[src/rtl/instr_issue.sv]
// Instruction FIFO with a waiting/start handshake to the controller and registered decode outputs.
// Optional build macro INSTR_ISSUE_ILLEGAL_DROP_EN drops head words whose opcode is not 110/101.
module instr_issue #(
    parameter int DEPTH = 4
) (
    input  logic                     clk,
    input  logic                     rst,
    input  logic                     in_valid,
    input  logic [15:0]              in_instr,
    output logic                     in_ready,
    input  logic                     waiting,
    output logic                     start,
    output logic [2:0]               opcode,
    output logic [1:0]               ALU_op,
    output logic [1:0]               shift_op,
    output logic [2:0]               rn,
    output logic [2:0]               rd,
    output logic [2:0]               rm,
    output logic [15:0]              sximm8,
    output logic [15:0]              sximm5,
    output logic [$clog2(DEPTH):0]   count,
    output logic                     err_illegal
);

    localparam int AW = $clog2(DEPTH);
    localparam int CW = AW + 1;
    localparam logic [CW-1:0] FULL = CW'(DEPTH);

    typedef enum logic [1:0] {
        IDLE,
        WAIT_BUSY,
        WAIT_DONE
    } state_t;

    state_t          state_q, state_d;
    logic [15:0]     mem_q [DEPTH];
    logic [AW-1:0]   wptr_q, rptr_q;
    logic [CW-1:0]   count_q, count_d;
    logic [15:0]     instr_q;
    logic            start_q;
    logic [15:0]     head;
    logic            head_legal;
    logic            enq, deq, issue, drop;

    assign head     = mem_q[rptr_q];
    assign in_ready = (count_q != FULL);
    assign enq      = in_valid && in_ready;
    assign deq      = issue || drop;

`ifdef INSTR_ISSUE_ILLEGAL_DROP_EN
    logic err_q;
    assign head_legal  = (head[15:13] == 3'b110) || (head[15:13] == 3'b101);
    assign err_illegal = err_q;
`else
    assign head_legal  = 1'b1;
    assign err_illegal = 1'b0;
`endif

    // Issue only from the registered occupancy, so a word written this edge waits one more edge.
    always_comb begin
        state_d = state_q;
        issue   = 1'b0;
        drop    = 1'b0;
        case (state_q)
            IDLE: begin
                if (count_q != '0) begin
                    if (!head_legal) begin
                        drop = 1'b1;
                    end else if (waiting) begin
                        issue   = 1'b1;
                        state_d = WAIT_BUSY;
                    end
                end
            end
            WAIT_BUSY: begin
                if (!waiting) state_d = WAIT_DONE;
            end
            WAIT_DONE: begin
                if (waiting) state_d = IDLE;
            end
            default: state_d = IDLE;
        endcase
    end

    always_comb begin
        count_d = count_q;
        case ({enq, deq})
            2'b10:   count_d = count_q + CW'(1);
            2'b01:   count_d = count_q - CW'(1);
            default: count_d = count_q;
        endcase
    end

    always_ff @(posedge clk) begin
        if (rst) begin
            state_q <= IDLE;
            wptr_q  <= '0;
            rptr_q  <= '0;
            count_q <= '0;
            instr_q <= '0;
            start_q <= 1'b0;
        end else begin
            state_q <= state_d;
            count_q <= count_d;
            start_q <= issue;
            if (enq) wptr_q <= wptr_q + AW'(1);
            if (deq) rptr_q <= rptr_q + AW'(1);
            if (issue) instr_q <= head;
        end
    end

    always_ff @(posedge clk) begin
        if (!rst && enq) mem_q[wptr_q] <= in_instr;
    end

`ifdef INSTR_ISSUE_ILLEGAL_DROP_EN
    always_ff @(posedge clk) begin
        if (rst) err_q <= 1'b0;
        else     err_q <= drop;
    end
`endif

    assign start    = start_q;
    assign count    = count_q;
    assign opcode   = instr_q[15:13];
    assign ALU_op   = instr_q[12:11];
    assign rn       = instr_q[10:8];
    assign rd       = instr_q[7:5];
    assign shift_op = instr_q[4:3];
    assign rm       = instr_q[2:0];
    assign sximm8   = {{8{instr_q[7]}}, instr_q[7:0]};
    assign sximm5   = {{11{instr_q[4]}}, instr_q[4:0]};

endmodule

[config.mk]
export PLATFORM = sky130hd
export DESIGN_NAME = instr_issue
export DESIGN_NICKNAME = d
export VERILOG_FILES = /design/src/rtl/instr_issue.sv
export SDC_FILE = /design/constraint.sdc
export NUM_CORES = 1
export LEC_CHECK = 0
export BUFFER_PORTS_ARGS = -buffer_cell sky130_fd_sc_hd__buf_4
export CAP_MARGIN = 10
export CORE_ASPECT_RATIO = 1.2
export CORE_MARGIN = 10
export CORE_UTILIZATION = 54
export DETAILED_ROUTE_END_ITERATION = 16
export PLACE_DENSITY_LB_ADDON = 0.15
export SLEW_MARGIN = 20
export SYNTH_ARGS = -nofsm -noshare
export SYNTH_HDL_FRONTEND = slang
export SYNTH_SLANG_ARGS = --single-unit
[constraint.sdc]
create_clock -name clk -period 2.7 [get_ports clk]
set_input_delay 0.27 -clock clk [delete_from_list [all_inputs] [get_ports clk]]
set_output_delay 0.27 -clock clk [all_outputs]
set_load 0.02 [all_outputs]
==> results by group, run 1 <==
Clock tree
  • CTS Sinks: 90
  • Post CTS Setup Buffer Count: 0
  • Post-CTS resize count: 0
  • Deepest clock path buffer count: 2
  • # H-tree levels: 3
  • Num CTS Buffers: 9
  • Worst skew pair latency: 0.35 ns
  • Clock root cell: clkbuf_8
  • CTS Hold Bufs: 0
  • CTS tree: built
  • Clock slew at reported path FFs: roughly 0.08 ns

Placement
  • Input/output buffers: 72
  • Placed Instances: 376
  • Hpwl dp: 4730 um
  • Routability cong.: about 0.70

Setup path
  • Kind of critical path: reg -> reg
  • CP max-delay cell: dfxtp_1
  • Cell mode on critical path: inv_1
  • CP endpoint kind: register
  • CP Depth: 9
  • CP required: 2.98 ns
  • CP Data Arrival Time: 2.68 ns
  • Critical Path Source Type: register
  • CP Cell Sequence: nor3b_1 > inv_1 > nand2_1 > ha_1 > inv_1 > fa_1 > xor2_1 > or3_1 > a21oi_1
  • RR Endpoint: count[2]$_SDFFE_PP0P_
  • Critical path destination: count[2]$_SDFFE_PP0P_
  • Launch point of the worst path: count[2]$_SDFFE_PP0P_
  • CP max FO: 6
  • Crit Reg-Reg Startpoint: count[2]$_SDFFE_PP0P_
  • Max incr delay on CP: ~0.42 ns
  • CP delay by family, top: simple AND/OR/NAND/NOR gates
  • FF-to-FF path depth: 9
  • Reg2Reg Setup Slack: 0.30 ns
  • Critical path buffers and inverters: 2

Finish
  • Non-filler cells, final: 392
  • Layout area overhead: 16.9%
  • Final #Nets: 326
  • Layout cell share with drive strength beyond 1: 37.4%
  • Fillers: 526
  • Antenna diodes: 0

Die
  • Ports: 74
  • Starting density of the core: 54.8%
  • Row count: 33
  • Core area: just under 7000 um^2
  • Die Width: 95.7 um
  • Die Ht: 111 um
  • Total die area: 10600 um^2

Drt
  • Post-route DRC violation count: 0
  • Final WL: 7120 um
  • DR iter-0 viols: 99
  • Detail Route Antenna Nets: 0
  • Via density: 5.36
  • DR pass1 iterations: 4
  • Vias post-DR: 2102
  • Wire per inst: 18.2 um

STA
  • Final worst-path cycle share: 88.8%
  • Worst rel slew slack: 61.2%
  • Minimum clock period after layout: 2.40 ns
  • Max-slew violations: 0
  • Fmax: around 0.42 GHz
  • Final setup TNS: 0 ns
  • Endpoints failing setup: 0
  • Fin. Hold Viols: 0
  • Final setup skew: approximately 0.010 ns
  • RSZ-0062 raised after global routing: false
  • Worst Max-Slew Pin Slew: 0.581 ns

Min path
  • HP Start: waiting
  • Hold Path Class: in -> reg

Synthesis
  • Syn Area/Cell: 14.6 um^2
  • Cells after synthesis: between 200 and 300
  • Seq/Total Area, Yosys: around 66%
  • #FFs+latches synth: 90
  • Post-synth top area share: about half
  • Ys Warns: 0
  • Library cells used by synthesis: 29
  • Synth top area cells: edfxtp_1 52%, dfxtp_1 14%, mux4_2 9.7%
  • Syn_nets: 280
  • Syn Std Cell Area: 3710 um^2
  • Synth area leader: edfxtp_1

Global route
  • Vias in the first global route: about 2300
  • GR Overflow Total: 0
  • Largest net degree at the start of global routing: 29
  • Total track usage: approximately 14%
  • First-pass GRT wire length: 11400 um
  • Antenna violations before repair: 0

Status
  • Status: finished clean

Power and ir drop
  • PD cells: 939 nW/um^2
  • Lkg Pwr: 1.60 nW
  • Maximum vdd ir drop: 0.782 mV

Run
  • Max_cap viols: 0
[cell type report]
class / count / area [um^2] / share of cell area [%]
sequential: 90 / 2440 / 56.3
multi-input combinational: 109 / 917 / 21.1
timing repair buffer: 81 / 621 / 14.3
clock buffer: 10 / 128 / 2.94
tap: 87 / 109 / 2.51
clock inverter: 6 / 88.8 / 2.05
inverter: 9 / 33.8 / 0.779
[sequential cells by signal, summed over array words and instances (netlist names)]
name,count
start,1
instr_q,16
mem_q,64
wptr_q,2
rptr_q,2
count,3
state_q,2
[synthesized netlist by cell type (all sizes together)]
library cell,instances
nand3,18
nor2,5
fa,1
dfxtp,26
edfxtp,64
mux4,16
xor2,2
inv,9
buf,39
a31o,1
nand3b,1
conb,1
nor3b,2
and2,4
o21ai,20
a21oi,22
a311oi,1
xnor2,1
clkbuf,7
or3b,1
or3,3
nor3,3
ha,5
nand2,2
[logic make-up (layout without fill, tap and decap cells)]
kind of cell               Yosys count  count (layout)  synth area share (%)
and+or+nand+nor                     39              39                  5.83
DFF                                 90              90                  65.8
xor gates and xnor gates             3               3                 0.708
adders and majority gates            6               6                  2.23
muxes                               16              16                  9.71
other                                1               1                 0.101
buffers and inverters               55             106                  9.47
AOI/OAI and AO/OA                   44              44                  6.14
[placed cells by master (no fill, tap or decap), types with 2 or more instances in the layout]
cell	instances
inv_1	9
and2_1	4
dfxtp_1	26
buf_4	80
nor2_1	5
clkbuf_8	9
bufinv_16	2
o21ai_0	20
a21oi_1	22
mux4_2	16
or3_1	3
ha_1	5
nand3_1	18
xor2_1	2
nand2_1	2
edfxtp_1	64
nor3_1	2
[power by group]
| part | leakage, nW | switching (W) | internal (W) |
|---|---|---|---|
| logic | 0.698 | 0.000802 | 0.000569 |
| clock network | 0.105 | 0.000451 | 0.000523 |
| registers | 0.793 | 0.000108 | 0.00162 |
| total | 1.60 | 0.00136 | 0.00271 |
[per-stage QoR]
step                util, %  cell area (um^2)  hold WS, ns  worst slack [ns]  total power [W]
detailed placement     60.9              4120        0.463             0.339          0.00315
finish                 64.1              4340        0.112             0.303          0.00408
CTS                    64.1              4340       0.0844             0.322          0.00413
global placement       60.9              4120        0.461             0.485          0.00313
floorplan                 -              3710        0.347             0.338          0.00275
global route           64.1              4340       0.0932            0.0899          0.00431
[per-layer routing]
layer / vias up / part of all wire (%) / track usage, %
li1: 993 / - / -
met1: 1036 / 39 / 15.1
met2: 66 / 51 / 23.8
met3: 7 / 8.9 / 5.42
met4: 0 / 1.2 / 5.42
met5: - / 0 / 0
[how the worst min path moves through the flow]
stage,endpoint,cells past startpoint
CTS,state_q[1]$_SDFFE_PP0P_,2
global placement,state_q[1]$_SDFFE_PP0P_,2
finish,state_q[1]$_SDFFE_PP0P_,2
global route,state_q[1]$_SDFFE_PP0P_,2
floorplan,state_q[1]$_SDFFE_PP0P_,1
detailed placement,state_q[1]$_SDFFE_PP0P_,2
Power figures use the tool's default switching activity.
==> run 2: changes to the inputs <==
--- a/config.mk
+++ b/config.mk
@@ -11,7 +11,8 @@
 export CORE_MARGIN = 10
 export CORE_UTILIZATION = 54
 export DETAILED_ROUTE_END_ITERATION = 16
-export PLACE_DENSITY_LB_ADDON = 0.15
+export GPL_TIMING_DRIVEN = 0
+export PLACE_DENSITY = 0.78
 export SLEW_MARGIN = 20
 export SYNTH_ARGS = -nofsm -noshare
 export SYNTH_HDL_FRONTEND = slang
==> run 2 against run 1 <==
Against the previous run: utilization increased by 3.7 points; wire length increased by 4.4%; combinational power increased by 10%; worst hold slack got worse by 0.019 ns; via count increased by 3.9%; sequential power about the same; critical endpoint unchanged.
==> results by group, run 2 (same netlist as run 1, synthesis figures left out) <==
STA
  • Worst Max-Slew Pin Slew: 0.859 ns (was 0.581 ns)
  • Minimum clock period after layout: 2.35 ns (was 2.40 ns)
  • Fmax: 0.425 GHz (was 0.417 GHz)
  • Final setup TNS: 0 ns (unchanged)
  • Final worst-path cycle share: 87.2% (was 88.8%)
  • Max-slew violations: 0 (unchanged)
  • RSZ-0062 raised after global routing: false (unchanged)
  • Fin. Hold Viols: 0 (unchanged)
  • Final critical-path setup slack: 0.345 ns (was 0.303 ns)
  • Worst rel slew slack: 42.7% (was 61.2%)
  • Final setup skew: 0.00883 ns (was 0.00997 ns)
  • Endpoints failing setup: 0 (unchanged)

Drt
  • DR iter-0 viols: 105 (was 99)
  • Detail Route Antenna Nets: 0 (unchanged)
  • Wire per inst: 17.4 um (was 18.2 um)
  • Final WL: 7430 um (was 7120 um)
  • DR pass1 iterations: 4 (unchanged)
  • Via density: 5.11 (was 5.36)
  • Post-route DRC violation count: 0 (unchanged)
  • Vias post-DR: 2185 (was 2102)

Die
  • Total die area: 10600 um^2 (unchanged)
  • Starting density of the core: 54.8% (unchanged)
  • Ports: 74 (unchanged)
  • Core area: 6770 um^2 (unchanged)
  • Die Ht: 111 um (unchanged)
  • Row count: 33 (unchanged)
  • Die Width: 95.7 um (unchanged)

Clock tree
  • Clock slew at reported path FFs: 0.09 ns (was 0.08 ns)
  • Num CTS Buffers: 9 (unchanged)
  • Post-CTS resize count: 0 (unchanged)
  • # H-tree levels: 3 (unchanged)
  • CTS Sinks: 90 (unchanged)
  • Clock root cell: clkbuf_8 (unchanged)
  • Post CTS Setup Buffer Count: 0 (unchanged)
  • Deepest clock path buffer count: 2 (unchanged)
  • CTS tree: built (unchanged)
  • CTS Hold Bufs: 0 (unchanged)
  • Worst skew pair latency: 0.36 ns (was 0.35 ns)

Finish
  • Reg with most FFs: mem_q (unchanged)
  • Layout cell share with drive strength beyond 1: 43.1% (was 37.4%)
  • Antenna diodes: 0 (unchanged)
  • Post-route cell area: 4590 um^2 (was 4340 um^2)
  • Layout area overhead: 23.7% (was 16.9%)
  • Fillers: 506 (was 526)
  • Max reg flops: 64 (unchanged)
  • Most frequent cells in the layout: 105 x buf_4, 64 x edfxtp_1, 26 x dfxtp_1 (was 80 x buf_4, 64 x edfxtp_1, 26 x dfxtp_1)
  • Final #Nets: 362 (was 326)
  • Most common cell after layout, fill and taps aside: buf_4 (unchanged)
  • Multi-input logic area: 923 um^2 (was 917 um^2)
  • Area taken by flip-flops and latches: 2440 um^2 (unchanged)

Placement
  • Placement Cell Area: 4350 um^2 (was 4120 um^2)
  • Input/output buffers: 71 (was 72)
  • Pre-CTS setup slack: 0.214 ns (was 0.339 ns)
  • Routability cong.: 0.773 (was 0.701)
  • Hpwl dp: 5190 um (was 4730 um)

Power and ir drop
  • PD cells: 935 nW/um^2 (was 939 nW/um^2)
  • Lkg Pwr: 1.78 nW (was 1.60 nW)
  • Maximum vdd ir drop: 0.503 mV (was 0.782 mV)

Run
  • Max_cap viols: 0 (unchanged)

Setup path
  • CP Data Arrival Time: 2.64 ns (was 2.68 ns)
  • Kind of critical path: reg -> reg (unchanged)
  • CP required: 2.99 ns (was 2.98 ns)
  • CP endpoint kind: register (unchanged)
  • CP max FO: 9 (was 6)
  • Critical Path Source Type: register (unchanged)

Global route
  • Vias in the first global route: 2328 (was 2268)
  • GR Overflow Total: 0 (unchanged)
  • Antenna violations before repair: 0 (unchanged)
  • Largest net degree at the start of global routing: 17 (was 29)
  • First-pass GRT wire length: 12000 um (was 11400 um)
  • Total track usage: 14.5% (was 14.0%)

Status
  • Status: finished clean (unchanged)

Min path
  • Hold Path Class: in -> reg (unchanged)
-- run 2: cell count changes in the layout (fill, tap and decap cells not counted) --
cell        previous run  this run
buf_12                 1         0
buf_2                  0         5
buf_4                 80       105
clkbuf_1               1         5
clkbuf_2               0         1
clkbuf_8               9        11
clkinv_1               1         0
clkinvlp_4             1         0
inv_6                  1         3
nor3b_2                1         0
nor3b_4                0         1
-- run 2: layout make-up --
| cell class | count | area share, % |
|---|---|---|
| Tap cell | 87 | 2.37 |
| Clock buffer | 10 | 3.00 |
| Inverter | 9 | 0.736 |
| Timing Repair Buffer | 71 | 11.6 |
| Clock inverter | 6 | 2.07 |
| Multi-Input combinational cell | 109 | 20.1 |
| Buffer | 46 | 6.92 |
| Sequential cell | 90 | 53.2 |
-- run 2: critical path, stage by stage, from the launching register on --
cell and delay, ns:
dfxtp_1 0.37, nor3b_4 0.42, nand2_1 0.18, inv_1 0.11, ha_1 0.18, inv_1 0.06
fa_1 0.37, xor2_1 0.16, or3_1 0.30, a21oi_1 0.14
-- run 2: worst paths after layout --
kind / startpoint / endpoint / slack (ns) / cells after the start
setup / recovery: state_q[1]$_SDFFE_PP0P_ / count[2]$_SDFFE_PP0P_ / 0.35 / 9
hold / removal: waiting / state_q[1]$_SDFFE_PP0P_ / 0.09 / 2
setup reg to reg: state_q[1]$_SDFFE_PP0P_ / count[2]$_SDFFE_PP0P_ / 0.35 / 9
hold reg to reg: instr_q[13]$_SDFFE_PP0P_ / instr_q[13]$_SDFFE_PP0P_ / 0.48 / 2
-- run 2: layer usage --
metal	vias to the layer above	part of all wire (%)	routed length [um]	global-route usage, %
met2	55	51	3790	24.3
met3	10	6.1	453	3.18
met4	0	1.8	135	7.09
li1	1063	-	-	-
met1	1057	41	3050	16.7
met5	-	0	0	0
-- run 2: through the flow --
stage / std cells / utilization, % / hold WS (ns) / power, W
2_1_floorplan: 254 / - / 0.347 / 0.00275
3_3_place_gp: 412 / 64.3 / 0.460 / 0.00326
3_5_place_dp: 412 / 64.3 / 0.459 / 0.00329
4_1_cts: 428 / 67.7 / 0.0735 / 0.00433
5_1_grt: 428 / 67.8 / 0.0918 / 0.00453
6_report: 428 / 67.8 / 0.0936 / 0.00429
-- run 2: power breakdown --
part	switching [W]	internal (W)
Combinational	0.000821	0.000694
Clock	0.000486	0.000558
Sequential	0.000111	0.00162
